**src/rtl/arb_periferico_if.sv**
```systemverilog
// Bundle of the CPU-side and peripheral-side send/ack signals around the
// two-requester PERIFERICO arbiter. The arbiter connects through 'slave';
// the environment (CPUs, peripheral, bench) drives through 'master'.
interface arb_periferico_if #(
  parameter int DATA_W = 4
);
  logic              cpu0_send;
  logic [DATA_W-1:0] cpu0_dados;
  logic              cpu0_ack;
  logic              cpu1_send;
  logic [DATA_W-1:0] cpu1_dados;
  logic              cpu1_ack;
  logic              per_send;
  logic [DATA_W-1:0] per_dados;
  logic              per_ack;
  logic [1:0]        arb_grant;
  logic [7:0]        cnt0;
  logic [7:0]        cnt1;

  modport slave (
    input  cpu0_send, cpu0_dados, cpu1_send, cpu1_dados, per_ack,
    output cpu0_ack, cpu1_ack, per_send, per_dados, arb_grant, cnt0, cnt1
  );

  modport master (
    output cpu0_send, cpu0_dados, cpu1_send, cpu1_dados, per_ack,
    input  cpu0_ack, cpu1_ack, per_send, per_dados, arb_grant, cnt0, cnt1
  );
endinterface

```
**src/rtl/arb_periferico.sv**
```systemverilog
// Round-robin arbiter sharing one PERIFERICO four-phase send/ack link
// between two CPUs. The winner's data is latched at grant time, the
// handshake is relayed in both directions with one register stage, and
// completed transfers are counted per requester. Every output is a flop.
module arb_periferico #(
  parameter int DATA_W = 4
) (
  input  logic            arb_clock,
  input  logic            arb_reset,
  arb_periferico_if.slave bus
);

  typedef enum logic [1:0] {
    IDLE    = 2'd0,
    FWD     = 2'd1,
    HOLD    = 2'd2,
    RELEASE = 2'd3
  } state_t;

  state_t            r_state;
  state_t            w_state_nxt;
  logic              r_per_send;
  logic              w_per_send_nxt;
  logic [DATA_W-1:0] r_per_dados;
  logic [DATA_W-1:0] w_per_dados_nxt;
  logic [1:0]        r_ack;
  logic [1:0]        w_ack_nxt;
  logic [1:0]        r_grant;
  logic [1:0]        w_grant_nxt;
  logic              r_last;        // last served requester: 0=CPU0, 1=CPU1
  logic              w_last_nxt;
  logic [7:0]        r_cnt0;
  logic [7:0]        w_cnt0_nxt;
  logic [7:0]        r_cnt1;
  logic [7:0]        w_cnt1_nxt;

  logic [1:0]        w_req;
  logic              w_pick;        // requester chosen in IDLE
  logic              w_owner;       // requester owning the current transfer
  logic              w_owner_send;

  assign w_req        = {bus.cpu1_send, bus.cpu0_send};
  // With both requesting, the one not served last wins; otherwise the lone requester.
  assign w_pick       = (w_req == 2'b11) ? ~r_last : w_req[1];
  assign w_owner      = r_grant[1];
  assign w_owner_send = w_owner ? bus.cpu1_send : bus.cpu0_send;

  // Next-state and next-output decode for the grant/relay sequence.
  always_comb begin
    // NOTE: every target gets its hold value first, so no path can infer a latch.
    w_state_nxt     = r_state;
    w_per_send_nxt  = r_per_send;
    w_per_dados_nxt = r_per_dados;
    w_ack_nxt       = r_ack;
    w_grant_nxt     = r_grant;
    w_last_nxt      = r_last;
    w_cnt0_nxt      = r_cnt0;
    w_cnt1_nxt      = r_cnt1;

    unique case (r_state)
      IDLE: begin
        if (w_req != 2'b00) begin
          w_grant_nxt     = w_pick ? 2'b10 : 2'b01;
          w_per_dados_nxt = w_pick ? bus.cpu1_dados : bus.cpu0_dados;
          w_per_send_nxt  = 1'b1;
          w_state_nxt     = FWD;
        end
      end
      FWD: begin
        if (bus.per_ack) begin
          // The grant vector is one-hot, so it is exactly the ack to raise.
          w_ack_nxt   = r_grant;
          w_state_nxt = HOLD;
        end
      end
      HOLD: begin
        if (!w_owner_send) begin
          w_per_send_nxt = 1'b0;
          w_state_nxt    = RELEASE;
        end
      end
      RELEASE: begin
        if (!bus.per_ack) begin
          w_ack_nxt   = 2'b00;
          w_grant_nxt = 2'b00;
          w_last_nxt  = w_owner;
          if (w_owner) w_cnt1_nxt = r_cnt1 + 8'd1;
          else         w_cnt0_nxt = r_cnt0 + 8'd1;
          w_state_nxt = IDLE;
        end
      end
      default: w_state_nxt = IDLE;
    endcase
  end

  // State and registered outputs; synchronous active-low reset.
  always_ff @(posedge arb_clock) begin
    if (!arb_reset) begin
      // NOTE: non-blocking assignments keep every flop reading pre-edge values.
      r_state     <= IDLE;
      r_per_send  <= 1'b0;
      r_per_dados <= '0;
      r_ack       <= 2'b00;
      r_grant     <= 2'b00;
      r_last      <= 1'b1;
      r_cnt0      <= 8'd0;
      r_cnt1      <= 8'd0;
    end else begin
      r_state     <= w_state_nxt;
      r_per_send  <= w_per_send_nxt;
      r_per_dados <= w_per_dados_nxt;
      r_ack       <= w_ack_nxt;
      r_grant     <= w_grant_nxt;
      r_last      <= w_last_nxt;
      r_cnt0      <= w_cnt0_nxt;
      r_cnt1      <= w_cnt1_nxt;
    end
  end

  assign bus.per_send  = r_per_send;
  assign bus.per_dados = r_per_dados;
  assign bus.cpu0_ack  = r_ack[0];
  assign bus.cpu1_ack  = r_ack[1];
  assign bus.arb_grant = r_grant;
  assign bus.cnt0      = r_cnt0;
  assign bus.cnt1      = r_cnt1;

endmodule

```
**src/flat_wrapper.sv**
```systemverilog
// flat-port wrapper written by rule: the top's interface ports become plain ports
module arb_periferico_flat 
#(
  parameter int DATA_W = 4
)
  (arb_clock, arb_reset, bus_cpu0_send, bus_cpu0_dados, bus_cpu1_send, bus_cpu1_dados, bus_per_ack, bus_cpu0_ack, bus_cpu1_ack, bus_per_send, bus_per_dados, bus_arb_grant, bus_cnt0, bus_cnt1);
  arb_periferico_if #(.DATA_W(DATA_W)) bus_i ();
  input  logic arb_clock;
  input  logic arb_reset;
  input wire logic [$bits(bus_i.cpu0_send)-1:0] bus_cpu0_send;
  input wire logic [$bits(bus_i.cpu0_dados)-1:0] bus_cpu0_dados;
  input wire logic [$bits(bus_i.cpu1_send)-1:0] bus_cpu1_send;
  input wire logic [$bits(bus_i.cpu1_dados)-1:0] bus_cpu1_dados;
  input wire logic [$bits(bus_i.per_ack)-1:0] bus_per_ack;
  output wire logic [$bits(bus_i.cpu0_ack)-1:0] bus_cpu0_ack;
  output wire logic [$bits(bus_i.cpu1_ack)-1:0] bus_cpu1_ack;
  output wire logic [$bits(bus_i.per_send)-1:0] bus_per_send;
  output wire logic [$bits(bus_i.per_dados)-1:0] bus_per_dados;
  output wire logic [$bits(bus_i.arb_grant)-1:0] bus_arb_grant;
  output wire logic [$bits(bus_i.cnt0)-1:0] bus_cnt0;
  output wire logic [$bits(bus_i.cnt1)-1:0] bus_cnt1;
  assign bus_i.cpu0_send = bus_cpu0_send;
  assign bus_i.cpu0_dados = bus_cpu0_dados;
  assign bus_i.cpu1_send = bus_cpu1_send;
  assign bus_i.cpu1_dados = bus_cpu1_dados;
  assign bus_i.per_ack = bus_per_ack;
  assign bus_cpu0_ack = bus_i.cpu0_ack;
  assign bus_cpu1_ack = bus_i.cpu1_ack;
  assign bus_per_send = bus_i.per_send;
  assign bus_per_dados = bus_i.per_dados;
  assign bus_arb_grant = bus_i.arb_grant;
  assign bus_cnt0 = bus_i.cnt0;
  assign bus_cnt1 = bus_i.cnt1;
  arb_periferico #(.DATA_W(DATA_W)) u_core (.arb_clock(arb_clock), .arb_reset(arb_reset), .bus(bus_i));
endmodule
```
**config.mk**
```make
export PLATFORM = sky130hd
export DESIGN_NAME = arb_periferico_flat
export DESIGN_NICKNAME = d
export VERILOG_FILES = /design/src/rtl/arb_periferico_if.sv /design/src/rtl/arb_periferico.sv /design/src/flat_wrapper.sv
export SDC_FILE = /design/constraint.sdc
export NUM_CORES = 1
export LEC_CHECK = 0
export BUFFER_PORTS_ARGS = -buffer_cell sky130_fd_sc_hd__buf_4
export CAP_MARGIN = 20
export CORE_UTILIZATION = 46
export CTS_CLUSTER_DIAMETER = 30
export CTS_CLUSTER_SIZE = 30
export DETAILED_ROUTE_END_ITERATION = 8
export PLACE_DENSITY_LB_ADDON = 0.15
export SLEW_MARGIN = 20
export SYNTH_ARGS = -nofsm -noshare
export SYNTH_HDL_FRONTEND = slang
export SYNTH_SLANG_ARGS = --single-unit
```
**constraint.sdc**
```tcl
create_clock -name arb_clock -period 1.75 [get_ports arb_clock]
set_input_delay 0.2625 -clock arb_clock [delete_from_list [all_inputs] [get_ports arb_clock]]
set_output_delay 0.2625 -clock arb_clock [all_outputs]
set_load 0.02 [all_outputs]
```
==> impl_metrics.ini, run 1 <==
[logic_synthesis]
synth_mux_area_share_pct = 6.79
seq_area_frac_synth_pct = 41.1
synth_top_family_by_area = simple AND/OR/NAND/NOR gates
yosysWarnings = 0
synthSimpleGateAreaFrac_pct = 20.9
ys_ff_latch = 28
synth_nets = 167
postSynth.asyncResetShare_pct = 0
synth.distinct_cells = 36
syn_area_mm2 = 0.00136
synth_ff_type = dfxtp_1
synth_edf_count = 0
syn_area_per_cell_um2 = 9.28
synth_fa_ha_area_share_pct = 6.42
synth_compound_area_share_pct = 20.0
syn-instance-count = 147
synth_xor_xnor_area_share_pct = 1.93

[sta]
hold_violations = 0
fmax_ghz = 0.595
setup_viol = 0
fin_ws_ns = 0.0695
worst_pin_slew_ns = 0.379
relSlewSlack_pct = 74.6
layout_min_cycle_time_ns = 1.68
whs_ns = 0.180
fin_crit_sh_pct = 96.0
clock_skew_ns = 0.00990
slew_violations = 0

[worst_hold_path]
holdCritStartpoint = arb_reset
hold_path_end = u_core.r_last
hold_class = input pin to flip-flop
hold_depth = 2

[critical_path]
worstSetupEndpointType = flip-flop
rr_worst_depth = 5
r2r_start = u_core.r_state[0]
worstPathMaxFanout = 6
ff2ff_setup_slack_ns = 0.07
crit_arrival_ns = 1.95
startpoint_type = flip-flop
critPathRequiredTime_ns = 2.02
regToRegEndpoint = u_core.bus.arb_grant[0]
criticalPathCategory = flip-flop to flip-flop

[power_and_ir_drop]
p_total_w = 0.00163
p_leak_nw = 0.676
powerDensity_mw_per_mm2 = 941
ir_drop_uv = 942

[layout]
utilization_pct = 62.3
fin_nets = 209
syn_to_final_growth_pct = 27.0
final_cell_mix = buf_4, dfxtp_1, a21oi_1
drive_gt1_share_pct = 31.0
diodes = 0
layout_commonest_cell = buf_4
final_cells = 218

[routing]
drtIter0Drc = 40
ant_nets = 0
drc_errors = 0
wl_per_cell_um = 13.5
num_vias = 1234
via_per_inst = 5.66
routed_wl_um = 2950
first_pass_iters = 4

[place]
numPortBuffers = 37
preCtsSetupSlack_ns = 0.00593
dp_hpwl_um = 2170
dp_cells = 215
place.gp.congestion = 0.829

[clock_tree]
numCtsBuffers = 3
cts_sinks = 28
cts_tree = done
htreeDepth = 1
clock_latency_ns = 0.32
post_cts_buffers = 0
ctsRootBufferMaster = clkbuf_4
clk_pin_slew_ns = 0.15
clockBufferDepth = 2

[floorplanning]
die_h_um = 56.5
start_util_pct = 49.0
floorplan.io_pins = 38
fp-row-count = 19
chipWidth_um = 56.5
die_area_mm2 = 0.00319
design.core.area_mm2 = 0.00278

[global_route]
grt_pass1_vias = 1098
grt_usage_pct = 18.9
grt_pass1_wl_um = 4820
grt_max_degree = 15
overflow = 0
antenna_found_initial = 0

[status]
status = finished clean

[run]
maxCapViolations = 0
-- worst max-delay path, cell delays in order (launching register included) --
cell	delay, ns
dfxtp_4	0.40
inv_1	0.06
ha_1	0.21
nor3b_2	0.19
or4_2	0.63
a21oi_2	0.15
-- synth_stat cells (2+ instances only) --
| library cell | count | area share (%) |
|---|---|---|
| xnor2_1 | 2 | 1.3 |
| or4_1 | 5 | 2.8 |
| mux2i_1 | 7 | 5.1 |
| o21a_1 | 2 | 1.1 |
| nand2_1 | 11 | 3.0 |
| ha_1 | 7 | 6.4 |
| o21ai_0 | 14 | 5.1 |
| nor2_1 | 5 | 1.4 |
| mux2_2 | 2 | 1.7 |
| a21oi_1 | 19 | 7.0 |
| o31ai_1 | 5 | 2.8 |
| nand4_1 | 2 | 0.92 |
| or3_1 | 5 | 2.3 |
| clkbuf_1 | 2 | 0.55 |
| nand3_1 | 4 | 1.5 |
| nand2b_1 | 2 | 0.92 |
| dfxtp_1 | 28 | 41 |
| inv_1 | 6 | 1.7 |
| nor3b_1 | 2 | 1.1 |
-- report_power, final --
group	internal (W)	leakage (nW)	switching, W	total [W]
Clock	0.0000807	0.0138	0.000183	0.000264
Combinational	0.000267	0.433	0.000295	0.000562
Sequential	0.000729	0.229	0.0000739	0.000803
-- worst max path at each step --
stage | startpoint | to | slack, ns | cells past startpoint
after global routing | u_core.r_state[0] | u_core.bus.arb_grant[0] | -0.004 | 5
after global placement | u_core.r_state[0] | u_core.bus.cnt0[4] | 0.09 | 4
after CTS | u_core.r_state[1] | u_core.bus.arb_grant[0] | 0.02 | 5
after detailed placement | u_core.r_state[0] | u_core.bus.cnt0[4] | 0.006 | 4
after floorplan | u_core.r_state[0] | u_core.bus.arb_grant[0] | 0.11 | 5
final | u_core.r_state[0] | u_core.bus.arb_grant[0] | 0.07 | 5
-- cell families after synthesis --
group | count (synthesis)
xor+xnor | 3
compound gates | 46
simple gates | 44
buf+inv | 10
flops | 28
mux | 9
fa+ha+maj | 7
-- through the flow --
step,instance area (um2),TNS [ns]
6_report,1730,0
5_1_grt,1730,-0.00414
4_1_cts,1720,0
3_5_place_dp,1690,0
3_3_place_gp,1690,0
2_1_floorplan,1360,0
-- area by class of cell --
class                   count  area, um2
clock buffers               3       22.5
fillers                   252       1050
inverters                   7       26.3
multi-input cells         109        778
flip-flops and latches     28        566
well taps                  31       38.8
repair buffers             40        300
-- metal layers --
metal	wire length, um	up-vias	track usage [%]
met5	0	-	0
met4	17	0	7.32
met3	110	2	2.07
met2	1440	28	30.6
met1	1380	580	25.8
li1	-	624	-
-- repair_timing --
action,4_1_cts,5_1_grt
endpoints found under the setup margin,1,6
hold buffers,0,0
resized for setup,2,5
-- sequential cells by signal (all words and copies together), names as in the netlist --
signal                count
u_core.bus.per_send       1
u_core.bus.cnt1           8
u_core.r_last             1
u_core.bus.per_dados      4
u_core.r_state            2
u_core.bus.cnt0           8
u_core.r_ack              2
u_core.bus.arb_grant      2
(Power assumes the default switching activity.)
==> inputs of run 2 (changes only) <==
ABC_AREA = 1   (was default)
CORE_UTILIZATION = 47   (was 46)
==> impl_metrics.ini, run 2 <==
[routing]
num_vias = 1351
drtIter0Drc = 39
routed_wl_um = 2850
via_per_inst = 4.83
drc_errors = 2
ant_nets = 0
wl_per_cell_um = 10.2
first_pass_iters = 8

[critical_path]
critPathRequiredTime_ns = 2.05
rr_worst_depth = 7
crit_cells = 7
crit_top_cell = nor2_1
worstSetupEndpointType = flip-flop
path_buf_inv = 1
slowest_delay_ns = 0.44
crit_chain = inv_1 -> ha_1 -> nand3_1 -> nand3_1 -> nor2_1 -> nor2_1 -> nor2_1
worstPathMaxFanout = 6
cpLargestDelayFamily = simple AND/OR/NAND/NOR gates
startpoint_type = flip-flop
ff2ff_setup_slack_ns = 0.27
crit_arrival_ns = 1.78
cpMaxStageDelayCell = dfxtp_1
criticalPathCategory = flip-flop to flip-flop

[clock_tree]
post_cts_resized = 0
clock_latency_ns = 0.35
htreeDepth = 1
clockBufferDepth = 2
numCtsBuffers = 3
cts_sinks = 28
post_cts_buffers = 0
clk_pin_slew_ns = 0.16
ctsRootBufferMaster = clkbuf_4
cts_tree = done
ctsHoldBuffers = 0

[layout]
final_cell_mix = nor2_1, nand2_1, buf_4
syn_to_final_growth_pct = 24.0
layout_commonest_cell = nor2_1
design_area_mm2 = 0.00180
diodes = 0
drive_gt1_share_pct = 20.5
fin_nets = 270

[worst_hold_path]
hold_class = input pin to flip-flop
hold_depth = 3

[global_route]
grt_max_degree = 25
grt_usage_pct = 19.8
grt_pass1_wl_um = 5110
antenna_found_initial = 0
overflow = 0
grt_pass1_vias = 1258

[status]
status = finished, violations left
violations = DRC

[logic_synthesis]
ys_ff_latch = 28
netlist_top_cells_area = dfxtp_1, nor2_1, nand2_1
seq_area_frac_synth_pct = 38.6
synth.distinct_cells = 21
synth_nets = 231
postSynth.asyncResetShare_pct = 0
syn-instance-count = 211
yosys.area.top_type = dfxtp_1
syn_area_per_cell_um2 = 6.88
yosysTopAreaCellShare_pct = 38.6
synth_ff_type = dfxtp_1
synth_most_common_cell = nor2_1
synth_edf_count = 0
yosysWarnings = 0
syn_area_mm2 = 0.00145
synthTopCellsByCount = nor2_1, nand2_1, inv_1

[place]
place.gp.congestion = 0.846
placed_area_mm2 = 0.00175
dp_hpwl_um = 2120
numPortBuffers = 37

[floorplanning]
start_util_pct = 50.9
fp-row-count = 19
die_h_um = 57.6
chipWidth_um = 57.6
design.core.area_mm2 = 0.00285
floorplan.io_pins = 38
die_area_mm2 = 0.00332

[sta]
setup_viol = 0
slew_violations = 0
layout_min_cycle_time_ns = 1.48
fmax_ghz = 0.675
clock_skew_ns = 0.00799
tns_ns = 0
relSlewSlack_pct = 73.9
worst_pin_slew_ns = 0.392
hold_violations = 0
fin_crit_sh_pct = 84.7
rsz0062_at_grt = false

[power_and_ir_drop]
ir_drop_uv = 571
p_total_w = 0.00207
powerDensity_mw_per_mm2 = 1150
p_leak_nw = 0.896

[run]
maxCapViolations = 0
run 2: cell count changes in the layout (fill, tap and decap cells not counted), sizes merged, moves of 6 or more:
cell / change
a21oi: -6
nand3: +10
nor2: +41
o21ai: +6
mux2i: -7
inv: +29
or4: -6
nand2: +27
run 2: per-layer routing:
metal / global-route usage, % / part of all wire [%]
met4: 9.41 / 2.0
met3: 2.72 / 5.2
met5: 0 / 0
met1: 24.2 / 49
met2: 34.2 / 44
run 2: worst paths after layout:
check,from,endpoint
max,u_core.r_state[0],u_core.r_state[0]
min,bus_cpu1_dados[0],u_core.bus.per_dados[0]
max reg2reg,u_core.r_state[0],u_core.r_state[0]
min reg2reg,u_core.bus.cnt1[1],u_core.bus.cnt1[1]
run 2: area by class of cell:
class / instances / area, um2
fillers: 258 / 1050
multi-input cells: 145 / 741
flip-flops and latches: 28 / 561
repair buffers: 37 / 278
inverters: 35 / 131
well taps: 31 / 38.8
clock inverters: 1 / 30.0
clock buffers: 3 / 22.5
run 2: kinds of logic after synthesis:
logic type	after synthesis	share of synthesized area, %
AO/OA/AOI/OAI	34	12.4
XOR/XNOR	2	1.21
adder cells (fa/ha/maj)	7	6.03
buffers and inverters	38	10.4
flip-flops	28	38.6
AND/OR/NAND/NOR	102	31.4
run 2: worst register-to-register path: stages (launching register included):
cell	delay (ns)
dfxtp_1	0.44
inv_1	0.09
ha_1	0.25
nand3_1	0.20
nand3_1	0.12
nor2_1	0.17
nor2_1	0.07
nor2_1	0.09
run 2: per-stage QoR:
step | hold slack [ns] | worst slack, ns | utilization, % | instances
2_1_floorplan | 0.400 | 0.496 | - | 211
3_3_place_gp | 0.474 | 0.359 | 61.3 | 276
3_5_place_dp | 0.477 | 0.319 | 61.3 | 276
4_1_cts | 0.127 | 0.284 | 63.2 | 280
5_1_grt | 0.132 | 0.126 | 63.2 | 280
6_report | 0.126 | 0.269 | 63.2 | 280
run 2: power by group:
part / switching [W] / leakage, nW / total (W) / internal, W
Combinational: 0.000465 / 0.640 / 0.000781 / 0.000316
Clock: 0.000210 / 0.0279 / 0.000442 / 0.000232
Sequential: 0.0000924 / 0.228 / 0.000844 / 0.000752
Total: 0.000767 / 0.896 / 0.00207 / 0.00130
